**config.mk**
```make
export PLATFORM = sky130hd
export DESIGN_NAME = ifu
export DESIGN_NICKNAME = d
export VERILOG_FILES = /design/src/rtl/ifu_pkg.sv /design/src/rtl/ifu_pc.sv /design/src/rtl/ifu.sv
export SDC_FILE = /design/constraint.sdc
export NUM_CORES = 1
export LEC_CHECK = 0
export ABC_AREA = 1
export CAP_MARGIN = 20
export CORE_MARGIN = 2
export CORE_UTILIZATION = 48
export CTS_CLUSTER_SIZE = 16
export DETAILED_ROUTE_END_ITERATION = 8
export GPL_TIMING_DRIVEN = 1
export PLACE_DENSITY_LB_ADDON = 0.2
export SYNTH_ARGS = -nofsm -noshare
export SYNTH_HDL_FRONTEND = slang
export SYNTH_SLANG_ARGS = --single-unit
```
**constraint.sdc**
```tcl
create_clock -name clk_i -period 3.97 [get_ports clk_i]
set_input_delay 0.794 -clock clk_i [delete_from_list [all_inputs] [get_ports clk_i]]
set_output_delay 0.794 -clock clk_i [all_outputs]
set_load 0.1 [all_outputs]
```
**src/rtl/ifu_pkg.sv**
```systemverilog
// ---------------------------------------------------------------------------
// ifu_pkg -- shared definitions for the instruction fetch unit.
//   RESET_PC_DEFAULT : first fetch address after reset
//   PC_W / INST_W    : pc/register bus width and instruction bus width
//   ifu_state_e      : 2-bit fetch FSM state encoding
//   align4()         : clears the low two bits of an address
// ---------------------------------------------------------------------------
package ifu_pkg;

  localparam int unsigned PC_W   = 64;
  localparam int unsigned INST_W = 32;

  localparam logic [PC_W-1:0] RESET_PC_DEFAULT = 64'h0000_0000_8000_0000;

  typedef enum logic [1:0] {
    ST_REQ  = 2'd0,  // request driven toward instruction memory
    ST_WAIT = 2'd1,  // request accepted, response pending
    ST_OUT  = 2'd2   // instruction held for decode
  } ifu_state_e;

  // Force an address onto a 4-byte boundary.
  function automatic logic [PC_W-1:0] align4(input logic [PC_W-1:0] addr);
    logic [PC_W-1:0] mask;
    mask = {{(PC_W-2){1'b1}}, 2'b00};
    return addr & mask;
  endfunction

endpackage

```
**src/rtl/ifu_pc.sv**
```systemverilog
// ---------------------------------------------------------------------------
// ifu_pc -- program counter register of the fetch unit.
//   clk_i         : clock, rising edge
//   rst_i         : synchronous active-high reset, loads RESET_PC
//   redirect_i    : load redirect_pc_i (aligned); beats advance_i
//   redirect_pc_i : redirect target
//   advance_i     : step to the next sequential instruction (pc + 4)
//   pc_o          : current pc
// ---------------------------------------------------------------------------
module ifu_pc
  import ifu_pkg::*;
#(
  parameter logic [PC_W-1:0] RESET_PC = RESET_PC_DEFAULT
) (
  input  logic            clk_i,
  input  logic            rst_i,
  input  logic            redirect_i,
  input  logic [PC_W-1:0] redirect_pc_i,
  input  logic            advance_i,
  output logic [PC_W-1:0] pc_o
);

  logic [PC_W-1:0] pc_d;
  logic [PC_W-1:0] pc_q;

  // Next pc: redirect first, then sequential advance (64-bit wrap), else hold.
  always_comb begin
    pc_d = pc_q;
    if (redirect_i) begin
      pc_d = align4(redirect_pc_i);
    end else if (advance_i) begin
      pc_d = pc_q + 64'd4;
    end else begin
      pc_d = pc_q;
    end
  end

  // PC register with synchronous reset.
  always_ff @(posedge clk_i) begin
    if (rst_i) begin
      pc_q <= RESET_PC;
    end else begin
      pc_q <= pc_d;
    end
  end

  assign pc_o = pc_q;

endmodule

```
**src/rtl/ifu.sv**
```systemverilog
// ---------------------------------------------------------------------------
// ifu -- single-outstanding instruction fetch unit.
// Issues one fetch at a time, captures the returned word and presents it to
// decode. Redirects from downstream replace the pc at any time; a response
// already in flight when a redirect occurs is dropped.
//   clk_i, rst_i                 : clock, synchronous active-high reset
//   redirect_valid_i/_pc_i       : control-flow redirect and its target
//   imem_req_valid_o/_ready_i    : fetch request handshake
//   imem_req_addr_o              : fetch address (4-byte aligned)
//   imem_rsp_valid_i/_data_i     : fetch response (always accepted)
//   out_valid_o/_ready_i         : handshake toward decode
//   out_pc_o, out_inst_o         : presented instruction and its pc
// ---------------------------------------------------------------------------
module ifu
  import ifu_pkg::*;
#(
  parameter logic [PC_W-1:0] RESET_PC = RESET_PC_DEFAULT
) (
  input  logic              clk_i,
  input  logic              rst_i,
  input  logic              redirect_valid_i,
  input  logic [PC_W-1:0]   redirect_pc_i,
  output logic              imem_req_valid_o,
  input  logic              imem_req_ready_i,
  output logic [PC_W-1:0]   imem_req_addr_o,
  input  logic              imem_rsp_valid_i,
  input  logic [INST_W-1:0] imem_rsp_data_i,
  output logic              out_valid_o,
  input  logic              out_ready_i,
  output logic [PC_W-1:0]   out_pc_o,
  output logic [INST_W-1:0] out_inst_o
);

  ifu_state_e        state_d, state_q;
  logic              drop_d, drop_q;
  logic [INST_W-1:0] inst_d, inst_q;
  logic              req_valid_q;
  logic              out_valid_q;
  logic              pc_advance;
  logic [PC_W-1:0]   pc;

  ifu_pc #(
    .RESET_PC (RESET_PC)
  ) u_pc (
    .clk_i         (clk_i),
    .rst_i         (rst_i),
    .redirect_i    (redirect_valid_i),
    .redirect_pc_i (redirect_pc_i),
    .advance_i     (pc_advance),
    .pc_o          (pc)
  );

  // Next-state logic for the fetch FSM, drop flag and instruction buffer.
  always_comb begin
    state_d    = state_q;
    drop_d     = drop_q;
    inst_d     = inst_q;
    pc_advance = 1'b0;
    case (state_q)
      ST_REQ: begin
        if (imem_req_ready_i) begin
          state_d = ST_WAIT;
          // A redirect in the acceptance cycle makes the in-flight word stale.
          drop_d  = redirect_valid_i;
        end else begin
          state_d = ST_REQ;
        end
      end
      ST_WAIT: begin
        if (imem_rsp_valid_i) begin
          drop_d = 1'b0;
          if (drop_q || redirect_valid_i) begin
            state_d = ST_REQ;
          end else begin
            state_d = ST_OUT;
            inst_d  = imem_rsp_data_i;
          end
        end else if (redirect_valid_i) begin
          drop_d = 1'b1;
        end else begin
          drop_d = drop_q;
        end
      end
      ST_OUT: begin
        // Redirect wins over a decode handshake: no sequential advance.
        if (redirect_valid_i) begin
          state_d = ST_REQ;
        end else if (out_ready_i) begin
          state_d    = ST_REQ;
          pc_advance = 1'b1;
        end else begin
          state_d = ST_OUT;
        end
      end
      default: begin
        state_d = ST_REQ;
        drop_d  = 1'b0;
      end
    endcase
  end

  // FSM state, drop flag, instruction buffer and registered valid outputs.
  always_ff @(posedge clk_i) begin
    if (rst_i) begin
      state_q     <= ST_REQ;
      drop_q      <= 1'b0;
      inst_q      <= 32'h0;
      req_valid_q <= 1'b1;
      out_valid_q <= 1'b0;
    end else begin
      state_q     <= state_d;
      drop_q      <= drop_d;
      inst_q      <= inst_d;
      req_valid_q <= (state_d == ST_REQ);
      out_valid_q <= (state_d == ST_OUT);
    end
  end

  assign imem_req_valid_o = req_valid_q;
  assign imem_req_addr_o  = pc;
  assign out_valid_o      = out_valid_q;
  assign out_pc_o         = pc;
  assign out_inst_o       = inst_q;

endmodule
```
==> impl_metrics.env <==
export IMPL_clkSinkCount=99
export IMPL_cts_setup_buffers=0
export IMPL_cp_slowest_cell="clkdlybuf4s50_1"
export IMPL_final_cell_mix="nand2_1 (256), clkdlybuf4s50_1 (255), nor2_1 (242), dfxtp_1 (99), inv_1 (76)"
export IMPL_finClkSkew_ns=0.00796
export IMPL_fin_util_pct=67.0
export IMPL_synthCells=1092
export IMPL_postCtsHoldBufs=0
export IMPL_synth_seq_area_share_pct=29.5
export IMPL_antenna_found_initial=0
export IMPL_drc=0
export IMPL_cap_violations=0
export IMPL_ys_ff_latch=99
export IMPL_grt_pass1_vias=6932
export IMPL_dr_total_vias=7641
export IMPL_relSlewSlack_pct=30.6
export IMPL_hold_viol=0
export IMPL_cts_buffer_depth=2
export IMPL_fmax_ghz=0.343
export IMPL_min_delay_path_class="reg -> reg"
export IMPL_yosys_warnings=0
export IMPL_place_area_um2=8920
export IMPL_h_tree_depth=3
export IMPL_crit_type="reg -> out"
export IMPL_place_gp_congestion=0.980
export IMPL_clk_latency_ns=0.36
export IMPL_clk_pin_slew_ns=0.07
export IMPL_syn_avg_cell_area_um2=6.14
export IMPL_r2r_start="u_pc.pc_o[2]$_SDFFE_PP0P_"
export IMPL_min_from="out_inst_o[29]$_SDFFE_PP0P_"
export IMPL_synth_async_reset_ratio_pct=0
export IMPL_worst_ep_arrival_time_ns=2.12
export IMPL_cts_root_buf="clkbuf_16"
export IMPL_fin_nets=1368
export IMPL_area_growth_pct=37.6
export IMPL_final_common_cell="nand2_1"
export IMPL_worst_pin_slew_ns=1.04
export IMPL_rows=43
export IMPL_dpl_hpwl_mm=17.4
export IMPL_grt_overflow=0
export IMPL_p_leak_nw=3.43
export IMPL_detailedRoute_firstIterationViolations=697
export IMPL_synthFlopType="dfxtp_1"
export IMPL_grtUsageTotal_pct=30.5
export IMPL_die_w_um=122
export IMPL_wl_mm=22.9
export IMPL_grt_first_pass_wirelength_mm=35.8
export IMPL_wire_per_inst_um=15.8
export IMPL_first_pass_iters=5
export IMPL_die_h_um=122
export IMPL_crit_path_cell_trace="clkdlybuf4s50_1"
export IMPL_cp_max_fo=7
export IMPL_setup_viol=0
export IMPL_cp_top_family="buffers and inverters"
export IMPL_status="finished clean"
export IMPL_drv_slew=0
export IMPL_drive_above_1_share_pct=7.56
export IMPL_worstSetupEndpointType="output pin"
export IMPL_final_area_um2=9230
export IMPL_start_kind="flop"
export IMPL_crit_path_max_incr_delay_ns=1.24
export IMPL_drtAntennaViolNets=0
export IMPL_cts_tree="done"
export IMPL_power_density_nw_per_um2=348
export IMPL_power_total_w=0.00321
export IMPL_setup_tns_ns=0
export IMPL_antenna_cells=0
export IMPL_vdd_drop_max_v=0.000247
export IMPL_fillers=1318
export IMPL_rsz0062_at_grt="false"
export IMPL_core_area_um2=13800
export IMPL_finalCriticalPeriod_ns=2.92
export IMPL_synth_edf_count=0
export IMPL_syn_cell_area_um2=6710
export IMPL_period_share_pct=73.5
export IMPL_dieArea_um2=14900
export IMPL_ioPinCount=264
export IMPL_startpoint="u_pc.pc_o[27]$_SDFFE_PP0P_"
export IMPL_cp_required_ns=3.18
export IMPL_via_per_inst=5.27
export IMPL_cts_buffers=9
export IMPL_cts_resized=0
export IMPL_critical_path_buf_inv_count=1
export IMPL_synth_cell_types=40
export IMPL_portBuffers=257
export IMPL_initial_core_util_pct=48.7
export IMPL_grt_max_degree=55
## cell families (layout without fill, tap and decap cells)
logic type               count (synthesis)  in the layout  share of synthesized area (%)
buffers and inverters                  189            364                           14.5
AND/OR/NAND/NOR                        649            649                           42.0
flip-flops                              99             99                           29.5
adder cells (fa/ha/maj)                  1              1                          0.186
other                                    1              4                         0.0559
AO/OA/AOI/OAI                          153            153                           13.7
## final cells by class
| type | instances | area (um2) | share of cell area (%) |
|---|---|---|---|
| multi-input combinational | 807 | 3770 | 40.8 |
| sequential | 99 | 1980 | 21.5 |
| clock buffer | 10 | 239 | 2.59 |
| clock inverter | 6 | 73.8 | 0.800 |
| timing repair buffer | 267 | 2640 | 28.6 |
| inverter | 81 | 304 | 3.29 |
| tap | 180 | 225 | 2.44 |
## worst min-delay path: stages (launching register included)
cell     delay, ns
dfxtp_1       0.33
o21ai_0       0.09
nor2_1        0.08
## registers in the layout, summed over array words and instances, names as in the netlist
signal	count
drop_q	1
imem_req_valid_o	1
out_inst_o	32
out_valid_o	1
state_q	2
u_pc.pc_o	62
## routing by layer
layer | up-vias | track usage [%] | part of all wire (%)
met3 | 43 | 7.67 | 10
met2 | 352 | 49.2 | 46
met4 | 0 | 12.6 | 2.6
met1 | 3460 | 39.0 | 41
li1 | 3786 | - | -
met5 | - | 0 | 0
## through the flow
step	std cells	setup slack (ns)	hold WS [ns]
finish	1450	1.05	0.518
global route	1450	1.01	0.548
CTS	1450	1.05	0.522
detailed placement	1434	1.21	0.500
global placement	1434	1.28	0.491
floorplan	1095	1.55	0.539
## power by group
group	total [W]	internal (W)	switching [W]
clock network	0.000937	0.000513	0.000424
logic	0.00114	0.000294	0.000846
registers	0.00113	0.00105	0.0000869
## final timing paths
path	slack (ns)	depth (start not counted)	to
worst max-delay path	1.05	1	imem_req_addr_o[27]
worst min-delay path	0.52	2	out_inst_o[29]$_SDFFE_PP0P_
worst max register to register	1.93	10	u_pc.pc_o[52]$_SDFFE_PP0P_
worst min register to register	0.52	2	out_inst_o[29]$_SDFFE_PP0P_
## cell usage after synthesis, types with 10 or more instances
master      n  area share (%)
o21ai_0    53             4.0
o211ai_1   19             2.1
nand4_1    10            0.93
nor2_2     17             1.6
nor2_4     11             1.8
nand2_2    23             2.1
a21oi_1    39             2.9
clkbuf_1   24             1.3
dfxtp_1    99              30
buf_2      13            0.97
nand2_1   256              14
inv_1      76             4.3
nand3_1    71             5.3
buf_4      66             7.4
nor2_1    242              14
No activity file was read; power rests on OpenSTA's default activity.
